**config.mk**
```make
export PLATFORM = sky130hd
export DESIGN_NAME = camera_frame_emulator
export DESIGN_NICKNAME = d
export VERILOG_FILES = /design/src/rtl/camera_emu_pkg.sv /design/src/rtl/sclk_activity_detector.sv /design/src/rtl/camera_frame_emulator.sv
export SDC_FILE = /design/constraint.sdc
export NUM_CORES = 1
export LEC_CHECK = 0
export ABC_CLOCK_PERIOD_IN_PS = 2950
export CAP_MARGIN = 20
export CORE_MARGIN = 8
export CORE_UTILIZATION = 55
export DETAILED_ROUTE_END_ITERATION = 12
export GPL_ROUTABILITY_DRIVEN = 0
export PLACE_DENSITY = 0.87
export RECOVER_POWER = 25
export SYNTH_ARGS = -nofsm -noshare
export SYNTH_HDL_FRONTEND = slang
export SYNTH_HIERARCHICAL = 1
export SYNTH_SLANG_ARGS = --single-unit
```
**constraint.sdc**
```tcl
create_clock -name CLK -period 2.95 [get_ports CLK]
set_input_delay 0.295 -clock CLK [delete_from_list [all_inputs] [get_ports CLK]]
set_output_delay 0.295 -clock CLK [all_outputs]
set_load 0.005 [all_outputs]
```
**src/rtl/camera_emu_pkg.sv**
```systemverilog
// Shared types and constants for the camera frame emulator.
package camera_emu_pkg;

  // Frame sequencing states: waiting for a burst, inside a burst, counting down to INT.
  typedef enum logic [1:0] {
    IDLE  = 2'd0,
    BURST = 2'd1,
    DELAY = 2'd2
  } emu_state_t;

  // Burst-end to interrupt delay: real hardware at 240 MHz, and a short one for simulation.
  localparam int INT_DELAY_HW  = 239980;
  localparam int INT_DELAY_SIM = 240;

  // Quiet CLK cycles on SCLK before a burst is considered finished.
  localparam int IDLE_CYCLES_DEFAULT = 64;

  // Width of a counter that must hold 0 .. period-1 (at least one bit).
  function automatic int phase_width(input int period);
    return (period > 1) ? $clog2(period) : 1;
  endfunction

endpackage

```
**src/rtl/sclk_activity_detector.sv**
```systemverilog
// Synchronises the host SPI clock into the CLK domain and turns its
// activity into burst start / burst end pulses.
module sclk_activity_detector
  import camera_emu_pkg::*;
#(
  parameter int SYNC_STAGES = 2,
  parameter int IDLE_CYCLES = IDLE_CYCLES_DEFAULT,
  parameter int CNT_W       = 32
) (
  input  logic CLK,
  input  logic RST_N,
  input  logic SCLK,
  output logic EDGE,
  output logic BUSY,
  output logic START,
  output logic END
);

  localparam logic [CNT_W-1:0] IDLE_LAST = CNT_W'(IDLE_CYCLES - 1);

  logic [SYNC_STAGES-1:0] sync_q;
  logic                   sclk_prev_q;
  logic                   sclk_s;
  logic                   edge_det;
  logic                   busy_q;
  logic                   idle_done;
  logic [CNT_W-1:0]       idle_cnt_q;

  assign sclk_s    = sync_q[SYNC_STAGES-1];
  assign edge_det  = sclk_s ^ sclk_prev_q;
  assign idle_done = busy_q && !edge_det && (idle_cnt_q == IDLE_LAST);

  // Shift SCLK through the synchroniser chain and remember the last synchronised level.
  always_ff @(posedge CLK) begin
    if (!RST_N) begin
      sync_q      <= '0;
      sclk_prev_q <= 1'b0;
    end else begin
      sync_q      <= {sync_q[SYNC_STAGES-2:0], SCLK};
      sclk_prev_q <= sclk_s;
    end
  end

  // Track burst activity: every edge restarts the quiet-time count, and the
  // burst ends once IDLE_CYCLES cycles have passed without an edge.
  always_ff @(posedge CLK) begin
    if (!RST_N) begin
      busy_q     <= 1'b0;
      idle_cnt_q <= '0;
    end else if (edge_det) begin
      busy_q     <= 1'b1;
      idle_cnt_q <= '0;
    end else if (idle_done) begin
      busy_q     <= 1'b0;
      idle_cnt_q <= '0;
    end else if (busy_q) begin
      idle_cnt_q <= idle_cnt_q + 1'b1;
    end
  end

  assign EDGE  = edge_det;
  assign BUSY  = busy_q;
  assign START = edge_det && !busy_q;
  assign END   = idle_done;

endmodule

```
**src/rtl/camera_frame_emulator.sv**
```systemverilog
// Camera-side emulator: detects host readout bursts on SCLK, counts frames,
// raises LOOKUP every LOOKUP_PERIOD-th frame and a delayed frame-ready INT.
module camera_frame_emulator
  import camera_emu_pkg::*;
#(
  parameter int SYNC_STAGES   = 2,
  parameter int IDLE_CYCLES   = IDLE_CYCLES_DEFAULT,
  parameter bit D_SIM         = 1'b0,
  parameter int INT_DELAY     = D_SIM ? INT_DELAY_SIM : INT_DELAY_HW,
  parameter int CNT_W         = 32,
  parameter int LOOKUP_PERIOD = 2,
  parameter int FCNT_W        = 16
) (
  input  logic              CLK,
  input  logic              RST_N,
  input  logic              SCLK,
  input  logic              INT_ACK,
  output logic              BUSY,
  output logic              INT,
  output logic              LOOKUP,
  output logic              OVERRUN,
  output logic [FCNT_W-1:0] FRAME_CNT,
  output logic              LED_R,
  output logic              LED_G,
  output logic              LED_B
);

  localparam int               PH_W       = phase_width(LOOKUP_PERIOD);
  localparam logic [PH_W-1:0]  PHASE_LAST = PH_W'(LOOKUP_PERIOD - 1);
  localparam logic [CNT_W-1:0] DELAY_LAST = CNT_W'(INT_DELAY - 1);

  logic sclk_edge;
  logic sclk_busy;
  logic burst_start;
  logic burst_end;

  emu_state_t        state_q, state_d;
  logic [CNT_W-1:0]  delay_q, delay_d;
  logic [PH_W-1:0]   phase_q, phase_d;
  logic [FCNT_W-1:0] fcnt_q, fcnt_d;
  logic              int_q, int_d;
  logic              lookup_q, lookup_d;
  logic              overrun_q, overrun_d;

  sclk_activity_detector #(
    .SYNC_STAGES (SYNC_STAGES),
    .IDLE_CYCLES (IDLE_CYCLES),
    .CNT_W       (CNT_W)
  ) u_detector (
    .CLK   (CLK),
    .RST_N (RST_N),
    .SCLK  (SCLK),
    .EDGE  (sclk_edge),
    .BUSY  (sclk_busy),
    .START (burst_start),
    .END   (burst_end)
  );

  // Register the FSM state together with all frame bookkeeping.
  always_ff @(posedge CLK) begin
    if (!RST_N) begin
      state_q   <= IDLE;
      delay_q   <= '0;
      phase_q   <= '0;
      fcnt_q    <= '0;
      int_q     <= 1'b0;
      lookup_q  <= 1'b0;
      overrun_q <= 1'b0;
    end else begin
      state_q   <= state_d;
      delay_q   <= delay_d;
      phase_q   <= phase_d;
      fcnt_q    <= fcnt_d;
      int_q     <= int_d;
      lookup_q  <= lookup_d;
      overrun_q <= overrun_d;
    end
  end

  // Next-state logic. An acknowledge clears INT first so that a set in the
  // same cycle overrides it; a new burst always clears INT and LOOKUP, and an
  // edge while the delay is still counting aborts that frame's interrupt.
  always_comb begin
    state_d   = state_q;
    delay_d   = delay_q;
    phase_d   = phase_q;
    fcnt_d    = fcnt_q;
    int_d     = int_q;
    lookup_d  = lookup_q;
    overrun_d = overrun_q;

    if (INT_ACK) begin
      int_d = 1'b0;
    end

    case (state_q)
      IDLE: begin
        delay_d = '0;
        if (burst_start) begin
          state_d  = BURST;
          int_d    = 1'b0;
          lookup_d = 1'b0;
        end
      end

      BURST: begin
        delay_d = '0;
        if (burst_end) begin
          state_d  = DELAY;
          fcnt_d   = fcnt_q + 1'b1;
          lookup_d = (phase_q == PHASE_LAST);
          phase_d  = (phase_q == PHASE_LAST) ? '0 : phase_q + 1'b1;
        end
      end

      DELAY: begin
        if (sclk_edge) begin
          state_d   = BURST;
          overrun_d = 1'b1;
          int_d     = 1'b0;
          lookup_d  = 1'b0;
          delay_d   = '0;
        end else if (delay_q == DELAY_LAST) begin
          state_d = IDLE;
          int_d   = 1'b1;
          delay_d = '0;
        end else begin
          delay_d = delay_q + 1'b1;
        end
      end

      default: begin
        state_d = IDLE;
        delay_d = '0;
      end
    endcase
  end

  assign BUSY      = sclk_busy;
  assign INT       = int_q;
  assign LOOKUP    = lookup_q;
  assign OVERRUN   = overrun_q;
  assign FRAME_CNT = fcnt_q;
  assign LED_R     = ~int_q;
  assign LED_G     = ~lookup_q;
  assign LED_B     = ~sclk_busy;

endmodule

```
# Yosys cells after proc, flatten, opt, wreduce, memory -nomap -nowiden
# Cells that the tools add are included.
[op_classes]
n_reduce_logical = 14
n_addsub = 4
eq_ne = 8
bitwise = 6
muxes = 17
[ops]
columns = ["op", "n"]
rows = [
  ["adder 32 x 1 -> 32 bit (second input constant)", 2],
  ["== test 32 x 18 -> 1 bit (second input constant)", 1],
  ["== test 32 x 6 -> 1 bit (second input constant)", 1],
  ["adder 16 x 1 -> 16 bit (second input constant)", 1],
  ["two-way mux 1 bit", 10],
  ["two-way mux 2 bit", 4],
  ["one-hot mux 2 bit (3 select lines)", 1],
  ["NOT 1 bit", 5],
  ["inequality test 2 bit (second input constant)", 2],
  ["AND reduction 2 bit", 2],
  ["AND reduction 4 bit", 1],
  ["OR reduction 4 bit", 1],
  ["logical AND 1 bit", 3],
  ["inequality test 3 x 2 -> 1 bit (second input constant)", 1],
  ["one-hot mux 1 bit (3 select lines)", 1],
  ["AND reduction 3 bit", 1],
  ["nonzero test 3 bit", 1],
  ["OR reduction 3 bit", 1],
  ["== test 2 x 1 -> 1 bit (second input constant)", 1],
  ["== test 2 bit (second input constant)", 1],
  ["zero test 1 bit", 2],
  ["zero test 2 bit", 1],
  ["inequality test 2 x 1 -> 1 bit (second input constant)", 1],
  ["one-hot mux 1 bit (2 select lines)", 1],
  ["3 further kinds", 3],
]
[word_totals]
register_bits = 90
elab_cells = 60

# Depth between registers and ports, before layout
# Gate-level depths: netlist (run 1).
[logic_depth]
depth_word = 6
depth_mapped = 9

# By module
# Netlist (run 1), hierarchy kept.
[modules_own_cells]
columns = ["module", "instances", "cells_per_inst", "seq_area_each_um2", "area_each_um2"]
rows = [
  ["camera_frame_emulator", 1, 298, 1081.0, 2585.0],
  ["sclk_activity_detector", 1, 190, 720.7, 1652.8],
]

# Least setup slack after synthesis (run 1)
# Ideal clock, no wire load.
[synth_timing]
path_type = "reg2reg"
from = "register u_detector.busy_q (netlist: u_detector/BUSY)"
to = "register fcnt_q[12] (netlist: FRAME_CNT[12])"
synth_period_minus_slack_ps = 2505
path_buffers = 2
setup_ps = 72
path_slack_ps = 445
t_arrival_ps = 2433
stages_incl_launch_ff = 10
required_ps = 2878
path_cell_list = "dfxtp_1 > buf_4 > and4_1 > nand3_1 > nor3_1 > and4b_1 > clkbuf_1 > nand4_1 > or3_1 > a21oi_1"
[synth_between]
elab_chain_len = 3
[synth_lines]
columns = ["element", "line_no", "rtl"]
rows = [
  ["start: declaration", "sclk_activity_detector.sv:25", "logic busy_q;"],
  ["start signal: assignment", "sclk_activity_detector.sv:48", "busy_q <= 1'b0;"],
  ["start signal: assignment", "sclk_activity_detector.sv:51", "busy_q <= 1'b1;"],
  ["start signal: assignment", "sclk_activity_detector.sv:54", "busy_q <= 1'b0;"],
  ["logical AND 1 bit (2 in series)", "sclk_activity_detector.sv:31", "assign idle_done = busy_q && !edge_det && (idle_cnt_q == IDLE_LAST);"],
  ["named net burst_end", "camera_frame_emulator.sv:35", "logic burst_end;"],
  ["AND reduction 2 bit (no line)", "--", ""],
  ["end signal: assignment", "camera_frame_emulator.sv:73", "fcnt_q <= fcnt_d;"],
  ["end: declaration", "camera_frame_emulator.sv:40", "logic [FCNT_W-1:0] fcnt_q, fcnt_d;"],
]
# The timed path passes the listed nets, and every way through them passes these cells.
# A chain may end at the register's enable or synchronous reset.

# Worst setup path in the final report (run 1)
[layout_timing]
from = "register u_detector.idle_cnt_q[8]"
to = "register fcnt_q[11] (netlist: FRAME_CNT[11])"
[layout_between]
elab_chain_len = 3
[layout_lines]
columns = ["element", "line_no", "rtl"]
rows = [
  ["start: declaration", "sclk_activity_detector.sv:27", "logic [CNT_W-1:0] idle_cnt_q;"],
  ["start signal: assignment", "sclk_activity_detector.sv:57", "idle_cnt_q <= idle_cnt_q + 1'b1;"],
  ["== test 32 x 6 -> 1 bit", "sclk_activity_detector.sv:31", ""],
  ["logical AND 1 bit", "sclk_activity_detector.sv:31", ""],
  ["named net burst_end", "camera_frame_emulator.sv:35", ""],
  ["AND reduction 2 bit (no line)", "--", ""],
]
# The timed path passes the listed nets, and every way through them passes these cells.

==> results of run 1 <==
## worst min path at each step
stage,startpoint,end,slack [ns],depth (start not counted)
CTS,u_detector/sync_q[0],u_detector/sync_q[1],0.46,1
detailed placement,u_detector/sync_q[0],u_detector/sync_q[1],0.42,1
finish,u_detector/sync_q[0],u_detector/sync_q[1],0.46,1
floorplan,u_detector/sync_q[0],u_detector/sync_q[1],0.41,1
global placement,u_detector/sync_q[0],u_detector/sync_q[1],0.42,1
global route,delay_q[0],delay_q[0],0.51,1
## logic make-up after synthesis
family | synth area share, %
xor gates and xnor gates | 11.2
DFF | 42.5
adders and majority gates | 0.886
muxes | 0.738
and+or+nand+nor | 33.3
buffers and inverters | 3.48
AOI/OAI and AO/OA | 7.94
## routing by layer
layer	share of wire, %	vias up	GRT usage, %	wire, um
met5	0	-	0	0
met1	44	1764	20.1	4060
met4	1.6	0	7.34	151
met3	5.0	15	3.04	462
met2	50	124	29.4	4650
li1	-	1816	-	-
## worst register-to-register path: stages, from the launching register on
cell	delay, ns
dfxtp_1	0.38
nor4_1	0.37
nand4_1	0.18
nor3_1	0.20
buf_4	0.18
nand3b_4	0.14
or3_1	0.49
or3_1	0.34
a21oi_1	0.17
## sequential cells by signal (all words and copies together) (netlist names), 2 cells and up
name                   cells
u_detector/sync_q          2
delay_q                   32
u_detector/idle_cnt_q     32
state_q                    2
FRAME_CNT                 16
## power groups by stage
stage / combinational (mW) / clock [mW] / sequential (mW)
after global placement: 0.0465 / 0 / 1.25
after CTS: 0.0472 / 0.831 / 1.22
after global routing: 0.0520 / 0.880 / 1.23
after detailed placement: 0.0472 / 0 / 1.25
final: 0.0463 / 0.822 / 1.22
after floorplan: 0.0300 / 0 / 1.25
## cell type report
| type | count | area [sq um] | share of cell area (%) |
|---|---|---|---|
| Clock buffer | 9 | 124 | 2.61 |
| Clock inverter | 7 | 66.3 | 1.39 |
| Inverter | 12 | 45.0 | 0.947 |
| Multi-Input combinational cell | 366 | 2290 | 48.1 |
| Sequential cell | 90 | 1800 | 37.9 |
| Tap cell | 102 | 128 | 2.68 |
| Timing Repair Buffer | 32 | 302 | 6.34 |
## cells in the final DEF, fill, tap and decap left out, types with 3 or more instances in the layout
cell type / synthesis / routed
dfxtp_1: 90 / 90
o31ai_1: 9 / 9
buf_4: 3 / 5
a21oi_1: 24 / 24
or4_1: 13 / 13
nor2_1: 68 / 68
nand4_1: 32 / 32
xor2_1: 32 / 32
inv_8: 0 / 3
nor4b_1: 3 / 3
nand3_1: 30 / 30
or3_1: 12 / 12
nor4_1: 12 / 12
clkbuf_8: 0 / 9
nor3_1: 10 / 10
ha_1: 3 / 3
dlygate4sd3_1: 0 / 20
and3_1: 9 / 9
and2_1: 5 / 3
inv_1: 11 / 11
nand2_1: 28 / 28
o41ai_1: 4 / 4
xnor2_1: 22 / 22
o21ai_0: 10 / 10
clkdlybuf4s50_1: 0 / 6
or2_2: 3 / 3
and4_1: 11 / 11
## through the flow
stage / setup slack, ns / area, sq um
global route: 0.282 / 4750
global placement: 0.650 / 4570
CTS: 0.457 / 4760
finish: 0.438 / 4750
floorplan: 0.445 / 4240
detailed placement: 0.475 / 4570
==> out/results.ini, run 1 <==
[synthesis]
synth_seq_cells=90
synth.area.top_cells=dfxtp_1 (43%), xor2_1 (6.6%), nor2_1 (6.0%), nand4_1 (4.7%), xnor2_1 (4.5%)
yosysTopAreaCell=dfxtp_1
synth.yosys.warnings=6
yosys.cell_types.count=47
synth-seq-area-share_pct=42.5
syn-cell-area_sq_um=4240
syn_avg_cell_area_sq_um=8.68
synth_common_cells=dfxtp_1 (90), nor2_1 (68), nand4_1 (32), xor2_1 (32), nand3_1 (30)
synthCells=488
synth_edf_count=0
syn_nets=495
synthArstFlopShare_pct=0
yosysMostFrequentCell=dfxtp_1
synth_top_area_share_pct=42.5
ys.flop_type=dfxtp_1

[critical_path]
start_kind=flip-flop
r2r_start=u_detector/idle_cnt_q[8]
critical_path.max_fanout=9
path_cells=nor4_1 -> nand4_1 -> nor3_1 -> buf_4 -> nand3b_4 -> or3_1 -> or3_1 -> a21oi_1
cp_slowest_cell=or3_1
endpoint_kind=flip-flop
worstPathArrival_ns=2.79
setup.worst_path.start=u_detector/idle_cnt_q[8]
r2r_cells=8
worstSetupPathType=reg -> reg
path_depth=8
crit_end=FRAME_CNT[11]
crit_top_cell=or3_1
cpPeakStageDelay_ns=0.49
worstPathRequired_ns=3.23
regToRegSetupSlack_ns=0.44
r2r_end=FRAME_CNT[11]
crit_family=simple AND/OR/NAND/NOR gates
crit_buf_inv=1

[routing]
route.vias.total=3719
drc=0
ant_nets=0
dr.pass1.iters=4
wl_per_cell_um=15.1
wirelength_um=9320
vias_per_cell=6.02
drt-initial-drc-count=222

[power]
seqPwrFrac_pct=58.5
pwr-share-comb_pct=2.2
irDropWorstVdd_mv=0.223
power.internal_mw=1.57
p_leak_nw=1.58
p_total_mw=2.09
power_density_nw_per_um2=440
pwr-share-clk_pct=39.3
p_sw_uw=526
swShare_pct=25.2

[cts]
hold_buffers=0
cts_tree=built
clk_pin_slew_ns=0.10
clk_latency_ns=0.36
ctsLongestPathBuffers=2
clockRootBuffer=clkbuf_8
cts.repair.resized=0
cts_setup_buffers=0
htree_levels=3
cts_sinks=90
cts_made_buffers=9

[run_status]
status=complete, no violations

[placed_design]
io_buffer_count=26
hpwlAfterDp_um=6450
dp_cells=602

[global_route]
grt_pass1_wl_um=15800
grt_usage_pct=17.0
antenna_found_initial=0
grt_pass1_vias=3435
grt_max_degree=33
overflow=0

[die]
core_area_sq_um=7610
dieWidth_um=104
dieArea_sq_um=10800
start_util_pct=55.7
die_h_um=104
io_pins=27
rows=32

[timing]
period_share_pct=85.2
fin_crit_ns=2.51
skew_ns=0.0177
worst_pin_slew_ns=0.591
hold_violations=0
max_freq_mhz=398
finalSetupTns_ns=0
setup_violations=0
slew-limit-headroom_pct=60.5
holdWs_ns=0.459
slew_violations=0
rsz0062_at_grt=no

[final_layout]
diodes=0
drive_gt1_share_pct=6.59
fin_cells=618
syn_to_final_growth_pct=12.2
fillers=620
postLayoutCoreUtil_pct=62.5
nets=518

[run]
drv_cap=0

[hold_path]
min_path_type=reg -> reg

No activity file was read; power rests on OpenSTA's default activity.
==> inputs of run 2 (changes only) <==
- SLEW_MARGIN: not set -> 5
==> results of run 2 <==
No change in the layout: final DEF, timing and power equal those of run 1.
==> inputs of run 3 (changes only) <==
- CAP_MARGIN: 20 -> not set
==> results of run 3 <==
No change in the layout: final DEF, timing and power equal those of run 1.
